[src/rtl/apb4_master_bridge.sv]
// -----------------------------------------------------------------------------
// apb4_master_bridge
//
// Converts a simple valid/ready command port into APB4 requester transfers and
// returns completion status on a valid/ready response port. Only one transfer
// is in flight at a time. Each command is carried out as one SETUP cycle and
// then an ACCESS phase. The ACCESS phase lasts until PREADY is high, or until
// the wait-state counter reaches TIMEOUT, in which case the transfer is aborted.
//
// Every output comes from a flop. The next-value logic looks at the next FSM
// state, so no input reaches cmd_ready or any APB output combinationally.
//
// Ports
//   clk, rst_b          clock, asynchronous active-low reset
//   cmd_valid/ready     command handshake (ready is high only in IDLE)
//   cmd_write           1 = write, 0 = read
//   cmd_addr/wdata      transfer address / write data
//   cmd_strb, cmd_prot  write byte strobes / protection attributes
//   rsp_valid/ready     response handshake
//   rsp_rdata           read data (0 for writes and timeouts)
//   rsp_err             PSLVERR seen, or timeout
//   rsp_timeout         transfer aborted by the wait-state limit
//   PADDR..PSTRB        APB4 requester outputs
//   PRDATA, PREADY,
//   PSLVERR             APB4 completer inputs
// -----------------------------------------------------------------------------
module apb4_master_bridge #(
    parameter int ADDR_W  = 12,
    parameter int DATA_W  = 32,
    parameter int TIMEOUT = 255
) (
    input  logic                  clk,
    input  logic                  rst_b,
    input  logic                  cmd_valid,
    output logic                  cmd_ready,
    input  logic                  cmd_write,
    input  logic [ADDR_W-1:0]     cmd_addr,
    input  logic [DATA_W-1:0]     cmd_wdata,
    input  logic [DATA_W/8-1:0]   cmd_strb,
    input  logic [2:0]            cmd_prot,
    output logic                  rsp_valid,
    input  logic                  rsp_ready,
    output logic [DATA_W-1:0]     rsp_rdata,
    output logic                  rsp_err,
    output logic                  rsp_timeout,
    output logic [ADDR_W-1:0]     PADDR,
    output logic                  PSELx,
    output logic                  PENABLE,
    output logic                  PWRITE,
    output logic [DATA_W-1:0]     PWDATA,
    output logic [2:0]            PPROT,
    output logic [DATA_W/8-1:0]   PSTRB,
    input  logic [DATA_W-1:0]     PRDATA,
    input  logic                  PREADY,
    input  logic                  PSLVERR
);

    localparam int STRB_W = DATA_W / 8;

    // The counter holds the number of PREADY-low ACCESS cycles already seen.
    // The abort happens in the cycle that makes the count reach TIMEOUT.
    localparam logic [15:0] WAIT_LAST = 16'(TIMEOUT - 1);

    typedef enum logic [1:0] {
        IDLE   = 2'd0,
        SETUP  = 2'd1,
        ACCESS = 2'd2,
        RESP   = 2'd3
    } state_t;

    state_t      state;
    state_t      next_state;
    logic [15:0] wait_cnt;

    logic        accept;
    logic        done;
    logic        abort;
    logic        rsp_hs;

    logic        cmd_ready_d;
    logic        psel_d;
    logic        penable_d;
    logic        rsp_valid_d;

    assign accept = cmd_valid && cmd_ready;
    // A completion in the same cycle as the last permitted wait state has
    // priority over the abort.
    assign done   = (state == ACCESS) && PREADY;
    assign abort  = (state == ACCESS) && !PREADY && (wait_cnt == WAIT_LAST);
    assign rsp_hs = rsp_valid && rsp_ready;

    // State register
    always_ff @(posedge clk or negedge rst_b) begin
        if (!rst_b) begin
            state <= IDLE;
        end else begin
            state <= next_state;
        end
    end

    // Next-state logic
    always_comb begin
        next_state = state;
        unique case (state)
            IDLE:   if (accept)         next_state = SETUP;
            SETUP:                      next_state = ACCESS;
            ACCESS: if (done || abort)  next_state = RESP;
            RESP:   if (rsp_hs)         next_state = IDLE;
            default:                    next_state = IDLE;
        endcase
    end

    // Output decode. Each value is derived from the next state, so the
    // registered outputs line up with the state they describe.
    always_comb begin
        cmd_ready_d = (next_state == IDLE);
        psel_d      = (next_state == SETUP) || (next_state == ACCESS);
        penable_d   = (next_state == ACCESS);
        rsp_valid_d = (next_state == RESP);
    end

    always_ff @(posedge clk or negedge rst_b) begin
        if (!rst_b) begin
            cmd_ready <= 1'b1;
            PSELx     <= 1'b0;
            PENABLE   <= 1'b0;
            rsp_valid <= 1'b0;
        end else begin
            cmd_ready <= cmd_ready_d;
            PSELx     <= psel_d;
            PENABLE   <= penable_d;
            rsp_valid <= rsp_valid_d;
        end
    end

    // Request fields are captured once, at accept, and then held for the
    // whole transfer. The strobes are forced to zero for reads.
    always_ff @(posedge clk or negedge rst_b) begin
        if (!rst_b) begin
            PADDR  <= '0;
            PWRITE <= 1'b0;
            PWDATA <= '0;
            PPROT  <= '0;
            PSTRB  <= '0;
        end else if (accept) begin
            PADDR  <= cmd_addr;
            PWRITE <= cmd_write;
            PWDATA <= cmd_wdata;
            PPROT  <= cmd_prot;
            PSTRB  <= cmd_write ? cmd_strb : {STRB_W{1'b0}};
        end
    end

    // Response fields are loaded when ACCESS ends. They stay unchanged
    // through RESP until the response handshake.
    always_ff @(posedge clk or negedge rst_b) begin
        if (!rst_b) begin
            rsp_rdata   <= '0;
            rsp_err     <= 1'b0;
            rsp_timeout <= 1'b0;
        end else if (done) begin
            rsp_rdata   <= PWRITE ? '0 : PRDATA;
            rsp_err     <= PSLVERR;
            rsp_timeout <= 1'b0;
        end else if (abort) begin
            rsp_rdata   <= '0;
            rsp_err     <= 1'b1;
            rsp_timeout <= 1'b1;
        end
    end

    // Wait-state counter
    always_ff @(posedge clk or negedge rst_b) begin
        if (!rst_b) begin
            wait_cnt <= '0;
        end else if (state == RESP && rsp_hs) begin
            wait_cnt <= '0;
        end else if (state == ACCESS && !PREADY) begin
            wait_cnt <= wait_cnt + 16'd1;
        end
    end

endmodule

[config.mk]
export PLATFORM = sky130hd
export DESIGN_NAME = apb4_master_bridge
export DESIGN_NICKNAME = d
export VERILOG_FILES = /design/src/rtl/apb4_master_bridge.sv
export SDC_FILE = /design/constraint.sdc
export NUM_CORES = 1
export LEC_CHECK = 0
export BUFFER_PORTS_ARGS = -buffer_cell sky130_fd_sc_hd__buf_4
export CORE_UTILIZATION = 45
export CTS_CLUSTER_SIZE = 16
export DETAILED_ROUTE_END_ITERATION = 10
export PLACE_DENSITY = 0.74
export SETUP_SLACK_MARGIN = 0.2
export SYNTH_ARGS = -nofsm -noshare
export SYNTH_HDL_FRONTEND = slang
export SYNTH_SLANG_ARGS = --single-unit
[constraint.sdc]
create_clock -name clk -period 2.9 [get_ports clk]
set_input_delay 0.145 -clock clk [delete_from_list [all_inputs] [get_ports clk]]
set_output_delay 0.145 -clock clk [all_outputs]
set_load 0.01 [all_outputs]
==> metrics.yaml <==
cts:
  cts-root-buf: "clkbuf_8"
  cts.repair.resized: 0
  ctsHoldBuffers: 58
  postCtsSetupBuffers: 0
  clk_pin_slew_ps: 100
  cts_max_path_buffers: 2
  cts_made_buffers: 9
  tritoncts: "yes"
  htreeDepth: 3
  clk_latency_ps: 380
  clock_sinks: 108
pwr:
  irDropWorstVdd_mv: 0.406
  p_per_area_mw_per_mm2: 893
  p_leak_nw: 3.15
global_route:
  grt_usage_pct: 23.7
  grt_pass1_wl_mm: 17.7
  top_usage_layer: "met2"
  grt_util_met3_pct: 5.39
  grt_max_degree: 61
  overflow: 0
  use_met2_pct: 41.0
  gr-usage-met1_pct: 29.2
  antenna_found_initial: 0
  grt_pass1_vias: 3406
hold_path:
  hp-class: "in -> reg"
  hold_path_end: "rsp_rdata[26]"
  holdCritStartpoint: "PRDATA[26]"
  holdPathStages: 2
worst_setup_path:
  critPathKind: "reg -> reg"
  r2r_end: "PSELx"
  path_max_fanout: 35
  end_kind: "register"
  required_ps: 3150
  cpPeakStageDelay_ps: 470
  rr_startpoint: "state[0]"
  rrSetupSlack_ps: 640
  critPathLaunchType: "register"
  reg2regPathDepth: 6
  startpoint: "state[0]"
  critPathArrivalTime_ps: 2510
  path_cells: "nor3b_2, nand4_1, o31a_1, buf_4, o311a_1, ha_1"
  slowest_stage: "dfrtp_1"
final_layout:
  multi_input_area_mm2: 0.00144
  layout_commonest_cell: "buf_4"
  final_util_pct: 73.0
  areaGrowthSynthToFinish_pct: 53.8
  finalNetCount: 644
  antenna_cells: 0
  final_cell_mix: "buf_4, dfrtp_1, dlygate4sd3_1"
  fill_cells: 596
  seq_area_mm2: 0.00270
  drive_gt1_share_pct: 45.1
drt:
  wirelength_mm: 11.5
  drc_errors: 0
  avgRoutedWirePerCell_um: 17.3
  num_vias: 3415
  avgViaCountPerCell: 5.16
  final_antenna_net_count: 0
  first_pass_iters: 4
  drt-initial-drc-count: 188
die:
  die_h_um: 98.9
  coreArea_mm2: 0.00889
  boundaryPins: 180
  dieArea_mm2: 0.00978
  row_count: 34
  start_util_pct: 47.5
  die-width_um: 98.9
timing:
  skew_ps: 19.1
  period_minus_slack_ps: 2260
  relSlewSlack_pct: 56.7
  finalHoldViolCount: 0
  fmax_mhz: 442
  rsz0062_at_grt: "no"
  setup_viol: 0
  hold_ws_ps: 7.40
  fin_setup_tns_ps: 0
  finalMaxSlewViolations: 0
  timing.final.crit_share_pct: 78.0
  worst_pin_slew_ps: 647
synth:
  synth_cell_types: 34
  ys_warn_count: 0
  ys_seq_area_share_pct: 64.0
  synth_area_mm2: 0.00422
  synth-seq-cells: 108
  synth_area_per_cell_um2: 13.7
  syn_inst: 309
  synth_fp_nets: 404
run:
  cap_viol_max_count: 0
placed_design:
  hpwlAfterDp_mm: 7.35
  portBuffers: 179
  place.gp.congestion: 0.836
run_status:
  status: "finished clean"
==> stage by stage <==
| stage | area [um2] | power, mW | std cells | setup WS (ps) |
|---|---|---|---|---|
| 2_1_floorplan | 4220 | 3.61 | 309 | 758 |
| 3_3_place_gp | 5680 | 4.79 | 583 | 733 |
| 3_5_place_dp | 5680 | 4.87 | 583 | 657 |
| 4_1_cts | 6440 | 5.79 | 657 | 631 |
| 5_1_grt | 6490 | 6.15 | 662 | 412 |
| 6_report | 6490 | 5.80 | 662 | 637 |
==> logic make-up (layout without fill, tap and decap cells) <==
group / count (synthesis) / count (layout) / synth area share (%)
multiplexers: 48 / 48 / 12.8
adder cells (fa/ha/maj): 5 / 5 / 1.48
XOR/XNOR: 7 / 7 / 1.45
AND/OR/NAND/NOR: 59 / 59 / 7.20
buffers and inverters: 21 / 266 / 2.01
AO/OA/AOI/OAI: 61 / 61 / 11.0
flip-flops: 108 / 108 / 64.0
==> worst max path at each step <==
stage | depth (start not counted) | end
6_report | 6 | PSELx
5_1_grt | 8 | PSELx
4_1_cts | 6 | PSELx
3_5_place_dp | 6 | PSELx
3_3_place_gp | 6 | PSELx
2_1_floorplan | 8 | PSELx
==> cell type report <==
class / count / share of cell area [%]
inverters: 4 / 0.231
flip-flops and latches: 108 / 41.6
multi-input cells: 180 / 22.2
clock inverters: 5 / 0.655
well taps: 108 / 2.08
repair buffers: 246 / 31.1
clock buffers: 11 / 2.18
==> Yosys cell counts (all sizes together) <==
| cell | instances | area share, % |
|---|---|---|
| a211oi | 2 | 0.36 |
| a22o | 32 | 6.6 |
| nor3b | 1 | 0.30 |
| and4 | 2 | 0.41 |
| nand4 | 9 | 1.3 |
| nand3 | 3 | 0.36 |
| dfstp | 1 | 0.62 |
| inv | 4 | 0.36 |
| or3b | 1 | 0.21 |
| or3 | 4 | 0.59 |
| nor4b | 1 | 0.21 |
| clkbuf | 11 | 0.98 |
| mux2 | 48 | 13 |
| buf | 6 | 0.68 |
| nand3b | 1 | 0.18 |
| o311ai | 1 | 0.21 |
| a2111o | 1 | 0.27 |
| o21ai | 9 | 1.1 |
| xnor2 | 4 | 0.83 |
| nand2 | 19 | 1.7 |
| xor2 | 3 | 0.62 |
| o31ai | 3 | 0.53 |
| nor2 | 13 | 1.2 |
| o311a | 1 | 0.24 |
| or4 | 2 | 0.36 |
| and3 | 2 | 0.30 |
| dfrtp | 107 | 63 |
| ha | 5 | 1.5 |
| a21oi | 8 | 0.95 |
| nor3 | 1 | 0.12 |
| o211ai | 2 | 0.36 |
| o31a | 1 | 0.21 |
| a2111oi | 1 | 0.21 |
==> layer usage <==
layer | routed length, um | share of wire [%]
met5 | 0 | 0
met4 | 206 | 1.8
met1 | 4690 | 41
met2 | 5870 | 51
met3 | 678 | 5.9
==> worst max-delay path: cells and delay by family (launching register included) <==
kind / cells / cell delay, ps
and+or+nand+nor: 2 / 620
DFF: 1 / 470
AOI/OAI and AO/OA: 2 / 510
adders and majority gates: 1 / 300
buffers and inverters: 1 / 250
==> registers in the layout (all words and copies together), names as in the netlist <==
name / count
PADDR: 12
PENABLE: 1
PPROT: 3
PSELx: 1
PSTRB: 4
PWDATA: 32
PWRITE: 1
cmd_ready: 1
rsp_err: 1
rsp_rdata: 32
rsp_timeout: 1
rsp_valid: 1
state: 2
wait_cnt: 16
==> power by group <==
part	total, mW	internal (mW)	leakage [nW]	switching (mW)
Clock	0.872	0.346	0.0905	0.526
Combinational	2.44	1.38	1.70	1.07
Sequential	2.49	2.11	1.36	0.373
Total	5.80	3.84	3.15	1.96
No activity file was read; power rests on OpenSTA's default activity.
